## src/rtl/mano_bus_regfile_pkg.sv

```systemverilog
// Shared widths, bus-source indices and select helpers for the Mano
// basic-computer common bus and its register file.
package mano_bus_regfile_pkg;

  localparam int AW = 12;
  localparam int DW = 16;
  localparam int OW = 8;

  typedef enum logic [2:0] {
    SRC_NONE = 3'd0,
    SRC_AR   = 3'd1,
    SRC_PC   = 3'd2,
    SRC_DR   = 3'd3,
    SRC_AC   = 3'd4,
    SRC_IR   = 3'd5,
    SRC_TR   = 3'd6,
    SRC_MEM  = 3'd7
  } src_e;

  // Highest asserted line wins, so a contended bus still resolves deterministically.
  function automatic src_e encode_src(input logic [7:1] x);
    src_e s;
    s = SRC_NONE;
    for (int i = 1; i <= 7; i++) begin
      if (x[i]) s = src_e'(i[2:0]);
    end
    return s;
  endfunction

  function automatic logic multi_hot(input logic [7:1] x);
    return (x & (x - 7'd1)) != 7'd0;
  endfunction

endpackage

```

## src/rtl/mano_bus_regfile_if.sv

```systemverilog
// Common-bus interface: source select and memory word in from bus control,
// bus value, encoded select, memory address and contention flag back out.
interface mano_bus_regfile_if #(
  parameter int AW = 12,
  parameter int DW = 16
);

  logic [7:0]    x;
  logic [DW-1:0] mem_rdata;
  logic [DW-1:0] bus;
  logic [2:0]    sel;
  logic [AW-1:0] mem_addr;
  logic          bus_err;

  modport master (
    output x, mem_rdata,
    input  bus, sel, mem_addr, bus_err
  );

  modport slave (
    input  x, mem_rdata,
    output bus, sel, mem_addr, bus_err
  );

endinterface

```

## src/rtl/mano_ctr_reg.sv

```systemverilog
// Parameterised-width register with clear, load and increment
// (clr > ld > inr), synchronous active-high reset.
module mano_ctr_reg #(
  parameter int W = 16
) (
  input  logic         clk,
  input  logic         reset,
  input  logic         ld,
  input  logic         inr,
  input  logic         clr,
  input  logic [W-1:0] d,
  output logic [W-1:0] q
);

  // NOTE: state updates use non-blocking assignment so every register in the
  // file samples the same pre-edge bus, which makes self-transfers the identity.
  always_ff @(posedge clk) begin
    if (reset)    q <= '0;
    else if (clr) q <= '0;
    else if (ld)  q <= d;
    else if (inr) q <= q + W'(1);
  end

endmodule

```

## src/rtl/mano_bus_regfile.sv

```systemverilog
// Receiving end of the Mano common bus: source encoder, bus mux, the
// processor registers that load from it, AC, and a sticky contention flag.
module mano_bus_regfile #(
  parameter int AW = mano_bus_regfile_pkg::AW,
  parameter int DW = mano_bus_regfile_pkg::DW,
  parameter int OW = mano_bus_regfile_pkg::OW
) (
  input  logic                clk,
  input  logic                reset,
  mano_bus_regfile_if.slave   bif,
  input  logic                ar_ld,
  input  logic                ar_inr,
  input  logic                ar_clr,
  input  logic                pc_ld,
  input  logic                pc_inr,
  input  logic                pc_clr,
  input  logic                dr_ld,
  input  logic                dr_inr,
  input  logic                dr_clr,
  input  logic                ac_ld,
  input  logic                ac_inr,
  input  logic                ac_clr,
  input  logic                tr_ld,
  input  logic                tr_inr,
  input  logic                tr_clr,
  input  logic                ir_ld,
  input  logic                outr_ld,
  input  logic [DW-1:0]       alu_out,
  output logic [AW-1:0]       ar,
  output logic [AW-1:0]       pc,
  output logic [DW-1:0]       dr,
  output logic [DW-1:0]       ac,
  output logic [DW-1:0]       ir,
  output logic [DW-1:0]       tr,
  output logic [OW-1:0]       outr
);

  import mano_bus_regfile_pkg::*;

  src_e          src;
  logic [DW-1:0] bus_w;
  logic          bus_err_q;
  logic          unused_x0;

  // x[0] is not a bus source.
  assign unused_x0 = bif.x[0];

  assign src     = encode_src(bif.x[7:1]);
  assign bif.sel = src;

  // NOTE: the default assignment ahead of the case keeps this purely
  // combinational; without it an uncovered select would infer a latch.
  always_comb begin
    bus_w = '0;
    case (src)
      SRC_AR:  bus_w = DW'(ar);
      SRC_PC:  bus_w = DW'(pc);
      SRC_DR:  bus_w = dr;
      SRC_AC:  bus_w = ac;
      SRC_IR:  bus_w = ir;
      SRC_TR:  bus_w = tr;
      SRC_MEM: bus_w = bif.mem_rdata;
      default: bus_w = '0;
    endcase
  end

  assign bif.bus      = bus_w;
  assign bif.mem_addr = ar;
  assign bif.bus_err  = bus_err_q;

  mano_ctr_reg #(.W(AW)) u_ar (
    .clk(clk), .reset(reset), .ld(ar_ld), .inr(ar_inr), .clr(ar_clr),
    .d(bus_w[AW-1:0]), .q(ar)
  );

  mano_ctr_reg #(.W(AW)) u_pc (
    .clk(clk), .reset(reset), .ld(pc_ld), .inr(pc_inr), .clr(pc_clr),
    .d(bus_w[AW-1:0]), .q(pc)
  );

  mano_ctr_reg #(.W(DW)) u_dr (
    .clk(clk), .reset(reset), .ld(dr_ld), .inr(dr_inr), .clr(dr_clr),
    .d(bus_w), .q(dr)
  );

  // AC is the one register fed from the ALU rather than the bus.
  mano_ctr_reg #(.W(DW)) u_ac (
    .clk(clk), .reset(reset), .ld(ac_ld), .inr(ac_inr), .clr(ac_clr),
    .d(alu_out), .q(ac)
  );

  mano_ctr_reg #(.W(DW)) u_tr (
    .clk(clk), .reset(reset), .ld(tr_ld), .inr(tr_inr), .clr(tr_clr),
    .d(bus_w), .q(tr)
  );

  mano_ctr_reg #(.W(DW)) u_ir (
    .clk(clk), .reset(reset), .ld(ir_ld), .inr(1'b0), .clr(1'b0),
    .d(bus_w), .q(ir)
  );

  mano_ctr_reg #(.W(OW)) u_outr (
    .clk(clk), .reset(reset), .ld(outr_ld), .inr(1'b0), .clr(1'b0),
    .d(bus_w[OW-1:0]), .q(outr)
  );

  // Sticky until reset: contention is a bus-control bug worth latching.
  always_ff @(posedge clk) begin
    if (reset)                        bus_err_q <= 1'b0;
    else if (multi_hot(bif.x[7:1]))   bus_err_q <= 1'b1;
  end

endmodule

```

## src/flat_wrapper.sv

```systemverilog
// flat-port wrapper written by rule: the top's interface ports become plain ports
module mano_bus_regfile_flat import mano_bus_regfile_pkg::*;
#(
  parameter int AW = mano_bus_regfile_pkg::AW,
  parameter int DW = mano_bus_regfile_pkg::DW,
  parameter int OW = mano_bus_regfile_pkg::OW
)
  (clk, reset, ar_ld, ar_inr, ar_clr, pc_ld, pc_inr, pc_clr, dr_ld, dr_inr, dr_clr, ac_ld, ac_inr, ac_clr, tr_ld, tr_inr, tr_clr, ir_ld, outr_ld, alu_out, ar, pc, dr, ac, ir, tr, outr, bif_x, bif_mem_rdata, bif_bus, bif_sel, bif_mem_addr, bif_bus_err);
  mano_bus_regfile_if #(.AW(AW), .DW(DW)) bif_i ();
  input  logic clk;
  input  logic reset;
  input  logic ar_ld;
  input  logic ar_inr;
  input  logic ar_clr;
  input  logic pc_ld;
  input  logic pc_inr;
  input  logic pc_clr;
  input  logic dr_ld;
  input  logic dr_inr;
  input  logic dr_clr;
  input  logic ac_ld;
  input  logic ac_inr;
  input  logic ac_clr;
  input  logic tr_ld;
  input  logic tr_inr;
  input  logic tr_clr;
  input  logic ir_ld;
  input  logic outr_ld;
  input  logic [DW-1:0] alu_out;
  output logic [AW-1:0] ar;
  output logic [AW-1:0] pc;
  output logic [DW-1:0] dr;
  output logic [DW-1:0] ac;
  output logic [DW-1:0] ir;
  output logic [DW-1:0] tr;
  output logic [OW-1:0] outr;
  input wire logic [$bits(bif_i.x)-1:0] bif_x;
  input wire logic [$bits(bif_i.mem_rdata)-1:0] bif_mem_rdata;
  output wire logic [$bits(bif_i.bus)-1:0] bif_bus;
  output wire logic [$bits(bif_i.sel)-1:0] bif_sel;
  output wire logic [$bits(bif_i.mem_addr)-1:0] bif_mem_addr;
  output wire logic [$bits(bif_i.bus_err)-1:0] bif_bus_err;
  assign bif_i.x = bif_x;
  assign bif_i.mem_rdata = bif_mem_rdata;
  assign bif_bus = bif_i.bus;
  assign bif_sel = bif_i.sel;
  assign bif_mem_addr = bif_i.mem_addr;
  assign bif_bus_err = bif_i.bus_err;
  mano_bus_regfile #(.AW(AW), .DW(DW), .OW(OW)) u_core (.clk(clk), .reset(reset), .bif(bif_i), .ar_ld(ar_ld), .ar_inr(ar_inr), .ar_clr(ar_clr), .pc_ld(pc_ld), .pc_inr(pc_inr), .pc_clr(pc_clr), .dr_ld(dr_ld), .dr_inr(dr_inr), .dr_clr(dr_clr), .ac_ld(ac_ld), .ac_inr(ac_inr), .ac_clr(ac_clr), .tr_ld(tr_ld), .tr_inr(tr_inr), .tr_clr(tr_clr), .ir_ld(ir_ld), .outr_ld(outr_ld), .alu_out(alu_out), .ar(ar), .pc(pc), .dr(dr), .ac(ac), .ir(ir), .tr(tr), .outr(outr));
endmodule
```

## config.mk

```make
export PLATFORM = sky130hd
export DESIGN_NAME = mano_bus_regfile_flat
export DESIGN_NICKNAME = d
export VERILOG_FILES = /design/src/rtl/mano_bus_regfile_pkg.sv /design/src/rtl/mano_bus_regfile_if.sv /design/src/rtl/mano_ctr_reg.sv /design/src/rtl/mano_bus_regfile.sv /design/src/flat_wrapper.sv
export SDC_FILE = /design/constraint.sdc
export NUM_CORES = 1
export LEC_CHECK = 0
export ABC_CLOCK_PERIOD_IN_PS = 2500
export CELL_PAD_IN_SITES_DETAIL_PLACEMENT = 0
export CELL_PAD_IN_SITES_GLOBAL_PLACEMENT = 1
export CORE_MARGIN = 5
export CORE_UTILIZATION = 35
export DETAILED_ROUTE_END_ITERATION = 6
export PLACE_DENSITY = 0.88
export SYNTH_ARGS = -nofsm -noshare
export SYNTH_HDL_FRONTEND = slang
export SYNTH_HIERARCHICAL = 1
export SYNTH_SLANG_ARGS = --single-unit
```

## constraint.sdc

```tcl
create_clock -name clk -period 2.5 [get_ports clk]
set_input_delay 0.5 -clock clk [delete_from_list [all_inputs] [get_ports clk]]
set_output_delay 0.5 -clock clk [all_outputs]
set_load 0.005 [all_outputs]
```

---- After elaboration in Yosys (flattened, before gate mapping) ----
Cells that the tools add are included.
word-level totals
  register bits ........................... 97
  input bits .............................. 59
  output and inout port bits .............. 128
  word-level logic and storage cells ...... 51
operators by class
  $add $sub $neg .......................... 6
  equality and inequality tests ........... 7
  multiplexer cells ....................... 18
  bitwise gates (word level) .............. 1
  reductions and logical operators ........ 11
operators with widths
  cell                     count
  $pmux W16 S7             1
  $mux W16                 6
  $add A16 B1 Y16 const B  3
  $mux W12                 4
  $add A12 B1 Y12 const B  2
  $eq A3 B3 Y1 const B     4
  $mux W3                  4
  $reduce_bool A2 Y1       5
  $reduce_or A2 Y1         5
  $and A7 B7 Y7            1
  $reduce_bool A7 Y1       1
  $sub A7 B1 Y7 const B    1
  $eq A3 B2 Y1 const B     2
  $mux W2                  2
  $eq A3 B1 Y1 const B     1
  $mux W1                  1

---- Longest topological paths before layout ----
Gate-level depths: netlist of the first run.
  word-level depth ........................ 10
  gate-level depth with buffers ........... 9
  gate-level depth less buffers ........... 7

---- Modules after synthesis ----
The synthesis of the first run kept the hierarchy.
by module, submodules not included
  module                          instances  cells an instance  area each (sq um)  sequential area each (sq um)
  mano_ctr_reg (u_core.u_ac ...)  4          100                877.1              320.3
  mano_ctr_reg (u_core.u_ar ...)  2          77                 678.2              240.2
  mano_bus_regfile                1          128                958.4              20.0
  mano_ctr_reg (u_core.u_outr)    1          49                 445.4              160.2

---- Worst setup path after synthesis of the first run ----
No wires, ideal clock.
  path kind ............................... input -> output
  start point ............................. input bif_x[5]
  end point ............................... output bif_bus[1]
  arrival time ............................ 1.862 ns
  required time ........................... 2.000 ns
  setup slack ............................. 0.138 ns
  cell stages on the path ................. 6
  path buffers ............................ 2
  path through ............................ buf_6 or3_1 buf_6 nor2_2 a22oi_1 o221ai_1
on the way
  word-level cells in the longest chain between the ends .. 5
  elaborated cells on any way between the ends .. 11
  those cells by class .................... 7 x eq/ne; 4 x mux
ends and longest elaborated chain
  what                                        RTL line                    source
  start, declared                             flat_wrapper.sv:37          input wire logic [$bits(bif_i.x)-1:0] bif_x;
  $mux W3 * (3 in series)                     mano_bus_regfile_pkg.sv:25  if (x[i]) s = src_e'(i[2:0]);
  $eq A3 B3 Y1, or another cell as far along  mano_bus_regfile.sv:55      case (src)
  $pmux W16 S7 *                              mano_bus_regfile.sv:55
  end, declared                               flat_wrapper.sv:39          output wire logic [$bits(bif_i.bus)-1:0] bif_bus;
Every way passes the cells marked *; elsewhere a longest branch is shown, timed or not.

---- Worst setup path after layout of the first run ----
  start point ............................. input bif_x[5]
  end point ............................... output bif_bus[3]
Same word-level chain as after synthesis.

==> metrics.txt, run 1 <==
Ys Warns 6; synthesis-stage register bit count a little under 100; Final Hold Viols 0; Util after Layout ~55%; P&R area growth vs syn 55.7%; Synth area leader dfxtp_1; H-tree depth 3; Tcrit/Tclk final 104%; CTS sink cnt 97; GR Overflow Total 0; VDD IR max 0.000377 V; top area cells in the synthesized netlist dfxtp_1 (31%), xnor2_1 (9.6%), a21oi_1 (5.4%), mux2i_1 (5.4%), o21ai_0 (5.0%); Starting Density 35.3%; Synth top area share 31.0%; Clock Tree Root clkbuf_16; Worst Tran Pin Value 0.847 ns; DP Area just under 9000 µm²; core area 17,800 µm²; flip-flop and latch area 1940 µm²; final wirelength 25.4 mm; GRT Total Usage about a quarter; fillers 1,583; Worst setup EP type primary output; Slowest-stage cell, CP nor3_4; pre-CTS setup slack -0.902 ns; Num CTS Buffers 9; largest stage delay on the critical path 0.27 ns; PwrDens just over 400 nW/µm²; vias in the first global route 6,674; Synth Area per Inst 8.58 µm²; Rel. slew slack 43.3%; die span in y 144 µm; Finished Cell Area 9760 µm²; area of the multi-input gates 4340 µm²; Hold/Removal Path Class reg2reg; EDFF count, synth 0; Mapped Area 6270 µm²; max_cap viols 0; Slew Limit Fails 0; # rows 49; Finish-stage setup viols 5; hold-fix buffer count after cts 0; number of library cell types mapped by synthesis a little over 60; Main synth FF type dfxtp_1; final antenna-violating net count 0; Total Power 3990 µW; hold_ws 0.485 ns; clock latency on the worst-skew pair around 0.37 ns; DR vias 6,983; area of the die 20,700 µm²; first-pass GRT wire length 38.3 mm; CTS max path bufs 2; initial drt markers 873; DP HPWL 18.7 mm; Ports 187; CP arrival roughly 2.1 ns; Port Buffer Count 185; Clock Skew 0.0114 ns; final worst slack -0.112 ns; CP Max Fanout 5; P_leak 0.00353 µW; gpl congestion 0.889; fin crit period 2.61 ns; Critical Path, Cell by Cell buf_12 -> buf_8 -> nor3_4 -> buf_6 -> buf_12 -> buf_6 -> buf_6 -> mux2i_4 -> o221ai_4 -> buf_2; Gate Count Post-Synth 731; status finished, violations left; Crit Reg-Reg Endpoint u_core/u_ir/q[5]; Via density between 5 and 6; Worst setup startpoint bif_x[5]; failing checks DRC, setup timing; die width between 100 and 150 µm; maximum clock rate 383 MHz; CP required 2.00 ns; Reg-to-Reg Start u_core/u_dr/q[5]; largest net degree at the start of global routing 27; Startpoint Class input port; TritonCTS clock tree done; R2R cell count 11; Worst setup endpoint bif_bus[3]; antenna violations before repair 0; DRC Markers 1; DR WL/cell 20.3 µm; Ant. Diodes 0; async set or reset register ratio after synthesis 0%; Clock Pin Slew Worst Setup and Hold Paths 0.07 ns; Worst R2R Setup Slack 0.31 ns; RSZ-0062 raised after global routing true; Post-layout nets 1,088; layout cell share with drive strength beyond 1 roughly a quarter; worst setup path class in2out; Pre-Repair DR Iteration Count 7; sequential share of the synthesized area 31.0%; most frequent CP cell buf_6
-- synthesized netlist by cell type (4+ instances only) --
library cell	count
dfxtp_1	97
xnor2_1	69
a21oi_1	68
nor2_1	67
o21ai_0	62
nand2_1	44
mux2i_1	34
nor3_1	22
inv_1	20
nand3_1	18
nand4_2	18
clkbuf_1	16
a222oi_1	14
nor4_2	14
nand4_1	13
xor2_1	13
buf_4	12
a22oi_1	10
o221ai_1	9
or3_1	9
ha_1	7
a211oi_1	6
and3_1	6
buf_2	6
clkinv_1	6
or2_2	6
buf_6	5
a311oi_1	4
buf_1	4
nand4_4	4
nor3_2	4
nor4_4	4
-- cell type report --
| type | count | share of cell area, % |
|---|---|---|
| inverter | 26 | 1.00 |
| multi-input combinational | 578 | 44.4 |
| tap | 229 | 2.94 |
| clock buffer | 9 | 2.31 |
| sequential | 97 | 19.9 |
| timing repair buffer | 310 | 28.9 |
| clock inverter | 7 | 0.526 |
-- flip-flops by register name (all words and copies together) (netlist names) --
| signal | flops |
|---|---|
| u_core/u_ac/q | 16 |
| u_core/u_dr/q | 16 |
| u_core/u_ir/q | 16 |
| u_core/u_tr/q | 16 |
| u_core/u_ar/q | 12 |
| u_core/u_pc/q | 12 |
| u_core/u_outr/q | 8 |
| u_core/bif.bus_err | 1 |
-- metal layers --
| layer | share of wire (%) | track usage, % |
|---|---|---|
| met5 | 0 | 0 |
| met4 | 3.5 | 10.8 |
| met3 | 9.4 | 5.22 |
| met2 | 46 | 38.2 |
| met1 | 41 | 31.1 |
-- worst max-delay path: cells and delay by family --
kind / cells / cell delay [ns]
buf+inv: 7 / 0.91
simple gates: 1 / 0.27
mux: 1 / 0.26
compound gates: 1 / 0.17
-- through the flow --
step | setup TNS, ns | instances
final | -0.236 | 1256
after global routing | -0.564 | 1256
after CTS | -0.292 | 1248
after detailed placement | -40.65 | 1204
after global placement | -39.52 | 1204
after floorplan | 0 | 743
-- cell families (layout without fill, tap and decap cells) --
logic type | after synthesis | count (layout) | share of synthesized area, %
other cells | 1 | 13 | 0.0598
fa+ha+maj | 8 | 8 | 1.56
buf+inv | 69 | 352 | 5.57
mux | 35 | 35 | 5.61
simple gates | 242 | 242 | 24.9
xor+xnor | 82 | 82 | 11.5
compound gates | 197 | 198 | 19.9
flops | 97 | 97 | 31.0
-- where the power goes --
part	switching, µW	internal [µW]
Clock	682	683
Combinational	444	483
Sequential	96.2	1600
Total	1220	2770
-- cell usage in the layout, fill, tap and decap left out, types with 8 or more instances in the layout --
master           synthesis  final
a21oi_1                 68     65
a222oi_1                14     14
buf_2                    6      8
buf_4                   12    110
buf_6                    5     12
clkbuf_16                0      9
clkbuf_2                 0      8
clkdlybuf4s50_1          0    160
conb_1                   1     13
dfxtp_1                 97     97
inv_1                   20     18
mux2i_1                 34     26
nand2_1                 44     44
nand3_1                 18     17
nand4_1                 13     13
nand4_2                 18     18
nor2_1                  67     63
nor3_1                  22     21
nor4_2                  14     14
o21ai_0                 62     58
or3_1                    9      8
xnor2_1                 69     69
xor2_1                  13     13
-- worst min-delay path by stage --
stage | startpoint | to | slack (ns) | cells past startpoint
6_report | u_core/bif.bus_err | u_core/bif.bus_err | 0.48 | 2
5_1_grt | u_core/bif.bus_err | u_core/bif.bus_err | 0.51 | 2
4_1_cts | u_core/bif.bus_err | u_core/bif.bus_err | 0.48 | 2
3_5_place_dp | u_core/bif.bus_err | u_core/bif.bus_err | 0.47 | 2
3_3_place_gp | u_core/bif.bus_err | u_core/bif.bus_err | 0.46 | 2
2_1_floorplan | u_core/bif.bus_err | u_core/bif.bus_err | 0.47 | 2
-- what timing repair did --
| action | CTS | global route |
|---|---|---|
| buffers inserted | 27 | 11 |
| endpoints found under the setup margin | 49 | 16 |
| gates cloned | 1 | 0 |
| gates resized for setup | 124 | 42 |
| pin swaps | 24 | 15 |
Power figures use the tool's default switching activity.
==> run 2: changes to the inputs <==
--- a/config.mk
+++ b/config.mk
@@ -5,11 +5,12 @@
 export SDC_FILE = /design/constraint.sdc
 export NUM_CORES = 1
 export LEC_CHECK = 0
-export ABC_CLOCK_PERIOD_IN_PS = 2500
+export ABC_CLOCK_PERIOD_IN_PS = 2700
 export CELL_PAD_IN_SITES_DETAIL_PLACEMENT = 0
 export CELL_PAD_IN_SITES_GLOBAL_PLACEMENT = 1
 export CORE_MARGIN = 5
 export CORE_UTILIZATION = 35
+export CTS_CLUSTER_SIZE = 30
 export DETAILED_ROUTE_END_ITERATION = 6
 export PLACE_DENSITY = 0.88
 export SYNTH_ARGS = -nofsm -noshare
==> constraint.sdc (replaced) <==
create_clock -name clk -period 2.7 [get_ports clk]
set_input_delay 0.54 -clock clk [delete_from_list [all_inputs] [get_ports clk]]
set_output_delay 0.54 -clock clk [all_outputs]
set_load 0.005 [all_outputs]
==> metrics.txt, run 2 (synthesis gave the netlist of run 1 again) <==
Finish-stage setup viols 0; Starting Density between 30% and 40%; Clock Pin Slew Worst Setup and Hold Paths 0.07 ns; Num CTS Buffers 9; first-pass GRT wire length 37.3 mm; P_sw 1090 µW; hold path start u_core/bif.bus_err; vias in the first global route 6,427; Startpoint Class input port; Flop pwr share a little over two fifths; Tcrit/Tclk final 98.1%; hold-critical path endpoint u_core/bif.bus_err; CTS sink cnt 97; Crit Reg-Reg Endpoint u_core/u_outr/q[3]; Sw Share 30.0%; pre-CTS setup slack -0.779 ns; Pre-Repair DR Iteration Count 7; hold-fix buffer count after cts 0; P&R area growth vs syn 50.2%; DR vias between 6,000 and 7,000; final worst slack a little over 0.05 ns; DRC Markers 0; Worst Tran Pin Value 0.837 ns; CP required 2.16 ns; Ports 187; hold depth 2; PwrDens 387 nW/µm²; R2R cell count 5; VDD IR max 0.000284 V; largest net degree at the start of global routing 27; Hold/Removal Path Class reg2reg; fillers around 1,600; Port Buffer Count 185; layout cell share with drive strength beyond 1 21.1%; Clock Tree Root clkbuf_16; GRT Total Usage 23.5%; worst setup path class in2out; initial drt markers 850; Worst R2R Setup Slack ~0.95 ns; internal power component 2550 µW; CP Max Fanout 13; GR Overflow Total 0; Slew Limit Fails 0; final wirelength between 20 and 30 mm; CTS max path bufs 2; max_cap viols 0; clock latency on the worst-skew pair 0.36 ns; fin crit period 2.65 ns; Clock Skew 0.0117 ns; Worst setup EP type primary output; TritonCTS clock tree done; H-tree depth 3; final antenna-violating net count 0; Final Hold Viols 0; CP arrival 2.11 ns; Total Power 3640 µW; Rel. slew slack 44.0%; Post-layout nets 1,060; die width 144 µm; commonest non-fill, non-tap cell in the layout clkdlybuf4s50_1; antenna violations before repair 2; Via density 5.56; core area 17,800 µm²; Ant. Diodes 0; Clock Power Share a little over a third; status completed; P_leak 0.00337 µW; hold_ws 0.480 ns; RSZ-0062 raised after global routing false; DP HPWL 19.2 mm; Reg-to-Reg Start u_core/u_dr/q[3]; area of the die 20,700 µm²; # rows 49; highest-count cells in the layout ignoring fill and taps clkdlybuf4s50_1 (161), dfxtp_1 (97), buf_4 (88); DR WL/cell 20.5 µm; die span in y 144 µm; maximum clock rate 377 MHz; Logic pwr share 21.8%; gpl congestion 0.915
[run 2: cell types whose count changed in the layout (fill, tap and decap cells not counted), moves of 4 or more]
cell,delta
buf_6,-7
buf_4,-22
clkdlybuf4s15_1,+4
mux2i_1,+8
mux2i_2,-5
[run 2: what timing repair did]
item	in CTS	in global routing
pin swaps	19	14
buffers inserted	12	2
endpoints found under the setup margin	18	14
resized for setup	78	21
cloned	0	1
endpoints found under the hold margin	0	0
[run 2: critical path: stages]
cell      delay [ns]
buf_2           0.17
buf_6           0.15
nor3_4          0.05
nand2b_1        0.11
nor2_2          0.06
buf_12          0.14
a222oi_1        0.47
o221ai_2        0.23
buf_2           0.18
[run 2: power groups by stage]
stage               Combinational, µW  Sequential [µW]  Clock, µW
finish                            796             1580       1260
global placement                  743             1610          0
floorplan                         295             1600          0
detailed placement                749             1620          0
global route                      851             1590       1330
CTS                               785             1580       1270
[run 2: worst max-delay path by stage]
| stage | start | to | slack, ns | depth (start not counted) |
|---|---|---|---|---|
| detailed placement | bif_x[5] | bif_bus[10] | -0.78 | 7 |
| global route | bif_x[5] | bif_bus[12] | 0.003 | 10 |
| floorplan | bif_x[5] | bif_bus[1] | 0.26 | 6 |
| finish | bif_x[5] | bif_bus[3] | 0.05 | 9 |
| CTS | bif_x[4] | bif_bus[9] | 0.006 | 8 |
| global placement | bif_x[5] | bif_bus[10] | -0.80 | 7 |
[run 2: area by class of cell]
cell class / count / area (µm²) / area share (%)
Clock buffer: 10 / 239 / 2.54
Clock inverter: 6 / 43.8 / 0.465
Sequential cell: 97 / 1940 / 20.6
Tap cell: 229 / 287 / 3.04
Multi-Input combinational cell: 577 / 4210 / 44.7
Timing Repair Buffer: 283 / 2600 / 27.6
Inverter: 26 / 97.6 / 1.04
[run 2: layer usage]
metal,up-vias,part of all wire (%),routed length [µm],track usage [%]
li1,3212,-,-,-
met1,3211,41,10300,30.9
met2,355,46,11600,37.6
met3,47,10,2580,5.46
met4,4,2.3,584,8.57
met5,-,0.084,21,0
[run 2: per-stage QoR]
stage / std cells / setup TNS, ns / area [µm²] / util [%]
6_report: 1228 / 0 / 9420 / 53.0
5_1_grt: 1228 / 0 / 9420 / 53.0
2_1_floorplan: 743 / 0 / 6310 / -
3_3_place_gp: 1198 / -25.31 / 8870 / 49.9
3_5_place_dp: 1198 / -24.01 / 8870 / 49.9
4_1_cts: 1226 / 0 / 9410 / 52.9
==> run 3: changes to the inputs <==
--- a/config.mk
+++ b/config.mk
@@ -6,9 +6,10 @@
 export NUM_CORES = 1
 export LEC_CHECK = 0
 export ABC_CLOCK_PERIOD_IN_PS = 2700
+export CAP_MARGIN = 20
 export CELL_PAD_IN_SITES_DETAIL_PLACEMENT = 0
 export CELL_PAD_IN_SITES_GLOBAL_PLACEMENT = 1
-export CORE_MARGIN = 5
+export CORE_MARGIN = 2
 export CORE_UTILIZATION = 35
 export CTS_CLUSTER_SIZE = 30
 export DETAILED_ROUTE_END_ITERATION = 6
==> metrics.txt, run 3 (synthesis gave the netlist of run 1 again) <==
status completed; CTS sink cnt 97; first-pass GRT wire length around 36 mm; antenna violations before repair 0; TritonCTS clock tree done; Tcrit/Tclk final 97.5%; vias in the first global route 6,132; Slowest-stage cell, CP or2b_1; highest-count cells in the layout ignoring fill and taps clkdlybuf4s50_1 (162), dfxtp_1 (97), xnor2_1 (69); CP required 2.16 ns; Sw Share 28.4%; Slew Limit Fails 0; Startpoint Class input port; Via density ~5.6; Crit Reg-Reg Endpoint u_core/u_pc/q[11]; Post-layout nets between 1,000 and 1,500; commonest non-fill, non-tap cell in the layout clkdlybuf4s50_1; pre-CTS setup slack -0.641 ns; DP HPWL 18.2 mm; Num CTS Buffers 9; core area approximately 17,000 µm²; max_cap viols 0; Ant. Diodes 0; Rel. slew slack 47.2%; worst setup path class in2out; initial drt markers 650; Clock Power Share 37.7%; P_sw 1070 µW; # rows 48; Logic pwr share 19.9%; final wirelength ~24 mm; internal power component roughly 2700 µW; Reg-to-Reg Start u_core/u_ar/q[11]; clock latency on the worst-skew pair 0.36 ns; Final Hold Viols 0; DRC Markers 0; Ports about 190; P&R area growth vs syn 46.1%; GR Overflow Total 0; H-tree depth 3; fin crit period approximately 2.6 ns; CP arrival 2.09 ns; final worst slack 0.0682 ns; gpl congestion 0.970; Pre-Repair DR Iteration Count 5; GRT Total Usage 25.1%; Util after Layout 52.6%; Flop pwr share 42.3%; layout cell share with drive strength beyond 1 ~18%; Clock Pin Slew Worst Setup and Hold Paths ~0.060 ns; CP Max Fanout 5; Port Buffer Count 185; fillers 1,665; DR WL/cell 20.2 µm; Critical Path, Cell by Cell clkdlybuf4s15_2 -> buf_4 -> nor2_2 -> o31ai_1 -> buf_4 -> or2b_1 -> o21ai_1 -> buf_4 -> clkdlybuf4s15_1; largest stage delay on the critical path 0.25 ns; Worst R2R Setup Slack 0.87 ns; VDD IR max 0.000305 V; Finish-stage setup viols 0; P_leak 0.00323 µW; Starting Density 36.0%; hold-critical path endpoint u_core/bif.bus_err; Hold/Removal Path Class reg2reg; R2R cell count 8; final antenna-violating net count 0; Worst setup EP type primary output; Worst setup startpoint bif_x[3]; die width 138 µm; maximum clock rate 380 MHz; Worst Tran Pin Value 0.789 ns; die span in y 138 µm; hold path start u_core/bif.bus_err; hold_ws just over 0.5 ns; CTS max path bufs 2; Clock Skew 0.0138 ns; most frequent CP cell buf_4; PwrDens roughly 410 nW/µm²; DR vias 6,660; area of the die around 19,000 µm²; Clock Tree Root clkbuf_16; hold depth 2; largest net degree at the start of global routing 27
-- run 3: per-stage QoR --
stage	power (µW)	instance area [µm²]	cells	setup TNS, ns
finish	3760	9160	1196	0
global route	3880	9160	1196	-0.00450
CTS	3770	9160	1195	-0.0489
detailed placement	2350	8710	1172	-13.50
global placement	2340	8710	1172	-12.31
floorplan	1890	6310	743	0
-- run 3: routing by layer --
metal | up-vias | wire (µm) | track usage, %
li1 | 3149 | - | -
met1 | 3129 | 9980 | 33.0
met2 | 330 | 11300 | 41.0
met3 | 52 | 2030 | 3.50
met4 | 0 | 843 | 10.9
met5 | - | 0 | 0
-- run 3: worst max-delay path: cells and delay by family --
| family | cells | cell delay [ns] |
|---|---|---|
| AND/OR/NAND/NOR | 2 | 0.38 |
| buffers and inverters | 5 | 0.91 |
| AO/OA/AOI/OAI | 2 | 0.24 |
-- run 3: cell type report --
type                       count  area [µm²]  area share (%)
tap                          225         282            3.07
inverter                      26        97.6            1.07
sequential                    97        1940            21.2
timing repair buffer         255        2390            26.0
clock buffer                  10         229            2.50
clock inverter                 6        91.3           0.997
multi-input combinational    577        4130            45.1
-- run 3: worst max path at each step --
stage,endpoint,slack (ns),depth (start not counted)
6_report,bif_bus[12],0.07,9
5_1_grt,bif_bus[12],-0.004,9
4_1_cts,bif_bus[8],-0.02,8
3_5_place_dp,bif_bus[1],-0.64,8
3_3_place_gp,bif_bus[1],-0.66,8
2_1_floorplan,bif_bus[1],0.26,6
-- run 3: power by group through the flow --
stage	sequential [µW]	combinational, µW	clock [µW]
after global routing	1600	801	1480
after floorplan	1600	295	0
after CTS	1590	738	1440
after detailed placement	1620	726	0
final	1590	749	1420
after global placement	1620	719	0
-- run 3: what timing repair did --
action	CTS	global route
hold endpoints to repair	0	0
endpoints found under the setup margin	18	14
pin swaps	26	5
cloned	1	0
setup buffers	6	1
resized for setup	79	15
hold buffers	0	0
